<file path="src/rtl/draw_text_box.sv">
// Text-box overlay for a pipelined VGA bus: addresses an external character/font
// path, then paints glyph, background and blink onto the delayed pixel stream.
module draw_text_box #(
  parameter logic [11:0] TEXT_COLOUR  = 12'h0_2_9,
  parameter logic [11:0] BG_COLOUR    = 12'h0_0_0,
  parameter int          TEXT_POS_X   = 50,
  parameter int          TEXT_POS_Y   = 50,
  parameter int          TEXT_SIZE_X  = 16,
  parameter int          TEXT_SIZE_Y  = 16,
  parameter int          SCALE_LOG2   = 0,
  parameter int          BLINK_FRAMES = 30,
  parameter int          VGA_BUS_SIZE = 36
) (
  input  logic                    clk,
  input  logic                    rst,
  input  logic                    text_en,
  input  logic                    bg_en,
  input  logic                    blink_en,
  input  logic [7:0]              char_pixels,
  input  logic [VGA_BUS_SIZE-1:0] vga_bus_in,
  output logic [VGA_BUS_SIZE-1:0] vga_bus_out,
  output logic [7:0]              char_xy,
  output logic [3:0]              char_line
);

  localparam logic [10:0] POS_X = 11'(TEXT_POS_X);
  localparam logic [10:0] POS_Y = 11'(TEXT_POS_Y);
  localparam logic [12:0] X_LO  = 13'(TEXT_POS_X);
  localparam logic [12:0] X_HI  = 13'(TEXT_POS_X + ((8 * TEXT_SIZE_X) << SCALE_LOG2));
  localparam logic [12:0] Y_LO  = 13'(TEXT_POS_Y);
  localparam logic [12:0] Y_HI  = 13'(TEXT_POS_Y + ((16 * TEXT_SIZE_Y) << SCALE_LOG2));
  localparam logic [7:0]  LAST_FRAME = 8'(BLINK_FRAMES - 1);

  typedef enum logic {BLINK_OFF = 1'b0, BLINK_ON = 1'b1} blinkState_t;

  logic [VGA_BUS_SIZE-1:0] busD1_q, busD2_q, busOut_q;
  logic [7:0]  charXy_q;
  logic [3:0]  charLine_q;
  blinkState_t blinkState_q;
  logic [7:0]  frameCnt_q;
  logic        vsync_q;

  logic [10:0] hcountIn, vcountIn, offH, offV;
  logic [3:0]  colIdx, rowIdx, lineIdx;
  logic        vsyncIn;
  logic [10:0] hcountD2, vcountD2, offHD2;
  logic [2:0]  bitSel;
  logic [11:0] rgbD2, rgbOut_d;
  logic        inBox, pixelBit, visible;

  assign hcountIn = vga_bus_in[VGA_BUS_SIZE-1 -: 11];
  assign vcountIn = vga_bus_in[23:13];
  assign vsyncIn  = vga_bus_in[12];

  // Offsets wrap modularly; left/above the box they produce junk addresses
  // that the box test below keeps away from the pixel output.
  assign offH    = hcountIn - POS_X;
  assign offV    = vcountIn - POS_Y;
  assign colIdx  = 4'((offH >> SCALE_LOG2) >> 3);
  assign rowIdx  = 4'((offV >> SCALE_LOG2) >> 4);
  assign lineIdx = 4'(offV >> SCALE_LOG2);

  assign hcountD2 = busD2_q[VGA_BUS_SIZE-1 -: 11];
  assign vcountD2 = busD2_q[23:13];
  assign rgbD2    = busD2_q[11:0];
  assign offHD2   = hcountD2 - POS_X;
  assign bitSel   = 3'(offHD2 >> SCALE_LOG2);
  assign pixelBit = char_pixels[~bitSel];
  assign visible  = ~blink_en | (blinkState_q == BLINK_ON);

  assign inBox = ({2'b00, hcountD2} >= X_LO) && ({2'b00, hcountD2} < X_HI) &&
                 ({2'b00, vcountD2} >= Y_LO) && ({2'b00, vcountD2} < Y_HI);

  // A hidden glyph pixel falls back to the background rule, not to pass-through.
  always_comb begin
    rgbOut_d = rgbD2;
    if (text_en && inBox) begin
      if (pixelBit && visible) rgbOut_d = TEXT_COLOUR;
      else if (bg_en)          rgbOut_d = BG_COLOUR;
    end
  end

  // Addressing stage plus the two-deep delay line that waits for char_pixels.
  always_ff @(posedge clk or posedge rst) begin
    if (rst) begin
      charXy_q   <= '0;
      charLine_q <= '0;
      busD1_q    <= '0;
      busD2_q    <= '0;
      busOut_q   <= '0;
    end else begin
      charXy_q   <= {colIdx, rowIdx};
      charLine_q <= lineIdx;
      busD1_q    <= vga_bus_in;
      busD2_q    <= busD1_q;
      busOut_q   <= {busD2_q[VGA_BUS_SIZE-1:12], rgbOut_d};
    end
  end

  // Blink runs free of text_en/blink_en so the phase stays frame-locked.
  always_ff @(posedge clk or posedge rst) begin
    if (rst) begin
      blinkState_q <= BLINK_ON;
      frameCnt_q   <= '0;
      vsync_q      <= 1'b0;
    end else begin
      vsync_q <= vsyncIn;
      if (vsyncIn && !vsync_q) begin
        if (frameCnt_q == LAST_FRAME) begin
          frameCnt_q   <= '0;
          blinkState_q <= (blinkState_q == BLINK_ON) ? BLINK_OFF : BLINK_ON;
        end else begin
          frameCnt_q <= frameCnt_q + 8'd1;
        end
      end
    end
  end

  assign vga_bus_out = busOut_q;
  assign char_xy     = charXy_q;
  assign char_line   = charLine_q;

endmodule

</file>
<file path="config.mk">
export PLATFORM = sky130hd
export DESIGN_NAME = draw_text_box
export DESIGN_NICKNAME = d
export VERILOG_FILES = /design/src/rtl/draw_text_box.sv
export SDC_FILE = /design/constraint.sdc
export NUM_CORES = 1
export LEC_CHECK = 0
export CAP_MARGIN = 20
export CORE_ASPECT_RATIO = 0.5
export CORE_MARGIN = 2
export CORE_UTILIZATION = 38
export CTS_BUF_LIST = sky130_fd_sc_hd__clkbuf_4 sky130_fd_sc_hd__clkbuf_8 sky130_fd_sc_hd__clkbuf_16
export CTS_CLUSTER_SIZE = 14
export DETAILED_ROUTE_END_ITERATION = 10
export GPL_TIMING_DRIVEN = 0
export PLACE_DENSITY_LB_ADDON = 0.15
export SLEW_MARGIN = 5
export SYNTH_ARGS = -nofsm -noshare
export SYNTH_HDL_FRONTEND = slang
export SYNTH_SLANG_ARGS = --single-unit
</file>
<file path="constraint.sdc">
create_clock -name clk -period 7.25 [get_ports clk]
set_input_delay 2.175 -clock clk [delete_from_list [all_inputs] [get_ports clk]]
set_output_delay 2.175 -clock clk [all_outputs]
set_load 0.01 [all_outputs]
</file>
# Word-level counts from Yosys, hierarchy flattened
# Cells that the tools add are included.
# op_classes
addsub,4
order_cmp,5
eq_ne,1
mux,7
bitwise_logic,3
n_reduce_logical,8
# op_table
operator,n
12-bit two-way mux,3
11-bit by 6-bit greater-or-equal comparator with 1-bit output (second input constant),2
11-bit by 8-bit < comparator with 1-bit output (second input constant),1
11-bit by 9-bit < comparator with 1-bit output (second input constant),1
8-bit by 1-bit adder with 8-bit output (second input constant),1
8-bit by 5-bit == test with 1-bit output (second input constant),1
8-bit two-way mux,1
8-bit by 6-bit subtractor with 8-bit output (second input constant),1
7-bit by 6-bit subtractor with 7-bit output (second input constant),1
1-bit logical AND,6
3-bit by 4-bit < comparator with 1-bit output (second input constant),1
1-bit binary-select mux with 3-bit select,1
3-bit NOT,1
3-bit by 2-bit subtractor with 3-bit output (second input constant),1
1-bit two-way mux,2
2-bit AND reduction,1
1-bit logical NOT,1
1-bit NOT,1
1-bit bitwise OR,1
# word_totals
reg_bits,130
output_inout_bits,48

# Logic depth before layout (Yosys ltp)
# Gate-level depths: netlist of run 1.
# depth
word_depth,7
depth_mapped,7
depth_no_buf,7

# Worst setup path before layout of run 1
# Ideal clock, no wire load.
# synth_timing
path_kind,input to register
from,input text_en
to,register busOut_q[0] (netlist: vga_bus_out[0])
setup_ns,0.118
arrival_ns,3.408
required_time_ns,7.132
path_slack_ns,3.723
cell_stages,5
path_cell_list,or4b_4 -> nor3_2 -> nand3_2 -> or3_4 -> a21o_1
# synth_between
elab_chain_len,2
# synth_rtl
item,line_no,rtl
from (decl),16,"input logic text_en,"
1-bit logical AND,77,if (text_en && inBox) begin
12-bit two-way mux,77,
named net rgbOut_d[0],48,"logic [11:0] rgbD2, rgbOut_d;"
to (signal assigned),96,"busOut_q <= {busD2_q[VGA_BUS_SIZE-1:12], rgbOut_d};"
to (decl),36,"logic [VGA_BUS_SIZE-1:0] busD1_q, busD2_q, busOut_q;"
# The timed path passes the listed nets, and every way through them passes these cells.
# A chain may end at the register's enable or synchronous reset.

# Worst setup path in the final report of run 1
# Same ends and word-level chain as after synthesis.

==> results of run 1 <==
[flip-flops by register name, summed over array words and instances (netlist names)]
register,count
char_line,4
blinkState_q,1
char_xy,8
busD2_q,36
frameCnt_q,8
busD1_q,35
vga_bus_out,36
[worst paths after layout]
kind	cells past startpoint	endpoint	slack, ns
worst min-delay path	0	busD2_q[26]	0.35
max in group asynchronous	3	blinkState_q	4.38
min in group asynchronous	2	busD1_q[11]	2.12
worst min register to register	0	busD2_q[26]	0.35
worst max-delay path	6	vga_bus_out[0]	3.53
worst max register to register	5	vga_bus_out[0]	5.29
[kinds of logic after synthesis]
kind of cell	count (synthesis)
compound gates	16
flops	128
xor+xnor	15
simple gates	44
mux	3
buf+inv	12
fa+ha+maj	4
[where the power goes]
part / internal (mW) / leakage, nW / total (mW) / switching (mW)
registers: 0.772 / 1.50 / 0.803 / 0.0309
logic: 0.0842 / 0.694 / 0.148 / 0.0634
clock network: 0.478 / 0.258 / 0.776 / 0.298
[layer usage]
layer / global-route usage, % / vias up
li1: - / 963
met3: 7.19 / 7
met2: 18.9 / 53
met5: 0 / -
met4: 4.17 / 0
met1: 14.8 / 1016
[cell usage after synthesis (2+ instances only)]
library cell and instances:
xor2_1 8, nor2b_1 10, mux2i_1 2, nand2_1 6, nand3_1 4, xnor2_1 7
and3b_1 2, inv_1 10, nor3_1 2, a21o_1 3, nand2b_1 2, ha_1 4
dfrtp_1 127, nor2_1 8
[critical path, stage by stage]
cell             delay (ns)
clkdlybuf4s50_1        0.44
or4b_4                 0.46
nor3_2                 0.15
nand3_2                0.17
or3_4                  0.42
a21o_1                 0.19
[through the flow]
step / std cells / total power, mW / hold WS (ns) / setup slack (ns)
after floorplan: 222 / 0.880 / 0.331 / 1.66
after global placement: 458 / 0.958 / 0.332 / 0.279
after detailed placement: 459 / 0.965 / 0.335 / 3.12
after CTS: 491 / 1.75 / 0.347 / 3.53
after global routing: 491 / 1.81 / 0.352 / 3.48
final: 491 / 1.73 / 0.345 / 3.53
[layout make-up]
cell class / count / area, µm²
tap: 140 / 175
timing repair buffer: 97 / 988
buffer: 2 / 11.3
multi-input combinational: 82 / 631
clock buffer: 19 / 440
inverter: 10 / 42.5
sequential: 128 / 3200
clock inverter: 13 / 116
fill: 810 / 4480
==> out/results.ini, run 1 <==
[grt]
grt_usage_pct=12.3
grt_overflow=0
grt_pass1_vias=1982
antenna_found_initial=0
grt_max_degree=97
grt_pass1_wl_mm=9.93

[floorplanning]
core_um2=10100
rows=26
ioPinCount=97
fp.dieH_um=75.5
dieWidth_um=147
dieArea_um2=11100
initial_core_util_pct=38.5

[clocking]
cts_buffer_depth=2
h-tree-depth=4
cts_tree=yes
clk_latency_ns=0.40
root_buffer=clkbuf_16
cts_buffers=17
post_cts_buffers=0
cts_resized=0
clkTransAtPathRegs_ns=0.06
numClockSinks=128
cts_hold_repair.buffers=0

[route]
totalWireLength_mm=6.19
dr_wl_met2_mm=3.05
wl_per_cell_um=12.6
met3_length_um=397
wl_met1_mm=2.68
vias_per_cell=4.15
first_pass_iters=4
drc=0
via_count=2039
drt_iter0_drc=55
detail-route-antenna-nets=0
top_layer_used=met4

[logic_synthesis]
synth_xor_area_share_pct=3.38
synth-edff-count=0
synthAdderAreaFrac_pct=1.29
syn_area_um2=3880
synth_top_family_by_area=simple AND/OR/NAND/NOR gates
synth-seq-cells=128
yosys_warnings=0
seq_area_frac_synth_pct=82.5
synth_cell_types=41
synth.area.mux_share_pct=1.10
synth_compound_area_share_pct=3.67
synthesis.nets=275
async_flop_share_pct=100
postSynthAreaPerCell_um2=17.5
synth_top_area_cell=dfrtp_1
synth.top_cell.area_share_pct=81.8
synthFlopType=dfrtp_1
synth_top_cells_by_area=dfrtp_1 82%, xor2_1 1.8%, nor2b_1 1.6%
synthCells=222
yosys.area_share.simple_pct=6.80

[placement]
numPortBuffers=96
dpl-instance-area_um2=5050
finalWeightedCongestion=0.698
dp_hpwl_mm=4.18

[worst_setup_path]
start_kind=input pin
crit_required_ns=7.54
reg2reg_from=busD2_q[35]
arrival_ns=4.01
cp_max_fo=3
crit_path_end_kind=register
crit_type=input pin to register
crit_path_start=text_en

[cells_and_area]
layout_common_cells=127 x dfrtp_1, 96 x clkdlybuf4s50_1, 17 x clkbuf_16, 10 x nor2b_1, 9 x inv_1
nets=391
drive_above_1_share_pct=12.5
layout_commonest_cell=dfrtp_1
utilization_pct=55.6
synthToLayoutAreaGrowth_pct=44.4
fin_area_um2=5610
antenna_cells=0

[timing]
worst_slew_pin_slew_ns=0.454
setup_tns_ns=0
fmax_mhz=269
slew_violations=0
max-slew-margin-rel_pct=69.7
fin_worst_skew_ns=0.00538
final-hold-violation-count=0
layout_min_cycle_time_ns=3.72
period_share_pct=51.3
finalSetupViolations=0
grt_setup_unrepaired=no

[outcome]
status=complete, no violations

[power_and_ir_drop]
power_density_nw_per_um2=308
max-vdd-ir-drop_uv=185
p_leak_nw=2.45

[run]
max_cap_violations=0

[min_path]
min_path_type=register to register
worstHoldStart=busD1_q[26]

(Power assumes the default switching activity.)
==> run 2, diff against run 1 <==
==> constraint.sdc (replaced) <==
create_clock -name clk -period 3.72 [get_ports clk]
set_input_delay 1.116 -clock clk [delete_from_list [all_inputs] [get_ports clk]]
set_output_delay 1.116 -clock clk [all_outputs]
set_load 0.01 [all_outputs]
==> out/results.ini, run 2 (synthesis results as in run 1) <==
[outcome]
status=complete, no violations

[route]
vias_per_cell=4.16
detail-route-antenna-nets=0
first_pass_iters=4
totalWireLength_mm=6.58
wl_per_cell_um=13.3
via_count=2053
drc=0
drt_iter0_drc=75

[grt]
grt_pass1_wl_mm=10.4
grt_pass1_vias=2126
gr-usage-met3_pct=4.85
grt-busiest-layer=met2
grt_max_degree=41
met1_usage_pct=15.2
grt_usage_pct=12.8
grt_overflow=0
globalRouteMet2Util_pct=20.8
antenna_found_initial=0

[worst_setup_path]
cp_max_fo=3
critPathTopFamily=simple AND/OR/NAND/NOR gates
cp.buffers_inverters=1
start_kind=input pin
regToRegEndpoint=vga_bus_out[0]
crit_path_end_kind=register
reg2reg_from=busD2_q[26]
arrival_ns=2.94
cp_cell_sequence=clkdlybuf4s50_1 > or4b_4 > nor3_2 > nand3_2 > or3_4 > a21o_1
crit_slowest_cell=or4b_4
crit_required_ns=4.01
critical_path.max_stage_delay_ns=0.46
rrSetupSlack_ns=1.75
crit_type=input pin to register
r2r_cells=7

[timing]
finalSetupViolations=0
setup_tns_ns=0
grt_setup_unrepaired=no
max-slew-margin-rel_pct=44.0
period_share_pct=71.2
fmax_mhz=378
slew_violations=0
layout_min_cycle_time_ns=2.65
final-hold-violation-count=0
fin_worst_skew_ns=0.00498
worst_slew_pin_slew_ns=0.839

[clocking]
cts_resized=0
root_buffer=clkbuf_16
cts_tree=yes
clkTransAtPathRegs_ns=0.06
cts_buffers=17
post_cts_buffers=0
clk_latency_ns=0.40
cts_hold_repair.buffers=0
numClockSinks=128
h-tree-depth=4
cts_buffer_depth=2

[placement]
dp_hpwl_mm=4.49
numPortBuffers=96
post-place-cells=461
finalWeightedCongestion=0.725

[cells_and_area]
layout_common_cells=127 x dfrtp_1, 96 x clkdlybuf4s50_1, 17 x clkbuf_16, 10 x nor2b_1, 9 x inv_1
area.sequential_um2=3200
synthToLayoutAreaGrowth_pct=47.7
multi_input_area_um2=631
layout_commonest_cell=dfrtp_1
antenna_cells=0
nets=393
drive_above_1_share_pct=13.0
fill_cells=816
finalNonFillerCells=493

[floorplanning]
fp.dieH_um=75.5
ioPinCount=97
dieWidth_um=147
initial_core_util_pct=38.5
core_um2=10100
dieArea_um2=11100
rows=26

[min_path]
min_path_type=register to register
min_to=busD2_q[31]
worstHoldStart=busD1_q[31]
hold_depth=0

[run]
max_cap_violations=0

[power_and_ir_drop]
power_density_nw_per_um2=638
max-vdd-ir-drop_uv=288
p_leak_nw=2.51

[run 2: how the worst max path moves through the flow]
stage / from / to / slack [ns] / cells past startpoint
6_report: text_en / vga_bus_out[0] / 1.07 / 6
4_1_cts: text_en / vga_bus_out[3] / 1.07 / 6
2_1_floorplan: rst / busD1_q[0] / 1.02 / 1
3_5_place_dp: text_en / vga_bus_out[3] / 0.65 / 6
5_1_grt: text_en / vga_bus_out[9] / 1.02 / 6
3_3_place_gp: rst / vga_bus_out[2] / 0.03 / 2
[run 2: through the flow]
stage | util (%) | area [µm²] | worst slack, ns | hold slack (ns) | power (mW)
2_1_floorplan | - | 3890 | 1.02 | 0.331 | 1.72
3_3_place_gp | 49.8 | 5020 | 0.0285 | 0.332 | 1.87
3_5_place_dp | 50.4 | 5080 | 0.651 | 0.335 | 1.89
4_1_cts | 56.9 | 5740 | 1.07 | 0.346 | 3.70
5_1_grt | 56.9 | 5740 | 1.02 | 0.350 | 3.81
6_report | 56.9 | 5740 | 1.07 | 0.342 | 3.66
[run 2: routing by layer]
metal  wire [µm]  part of all wire (%)
met5           0                     0
met4          80                   1.2
met3         282                   4.3
met2        3360                    51
met1        2860                    43
[run 2: final cells by class]
class,instances,share of cell area [%]
clock buffer,18,7.66
buffer,2,0.196
sequential,128,55.9
multi-input combinational,82,11.0
clock inverter,14,3.73
inverter,10,0.720
tap,140,3.05
timing repair buffer,99,17.8
[run 2: where the power goes]
group / internal, mW / switching (mW) / leakage (nW) / total (mW)
combinational: 0.168 / 0.128 / 0.705 / 0.296
clock: 1.21 / 0.593 / 0.312 / 1.80
sequential: 1.50 / 0.0603 / 1.50 / 1.56
total: 2.88 / 0.781 / 2.51 / 3.66
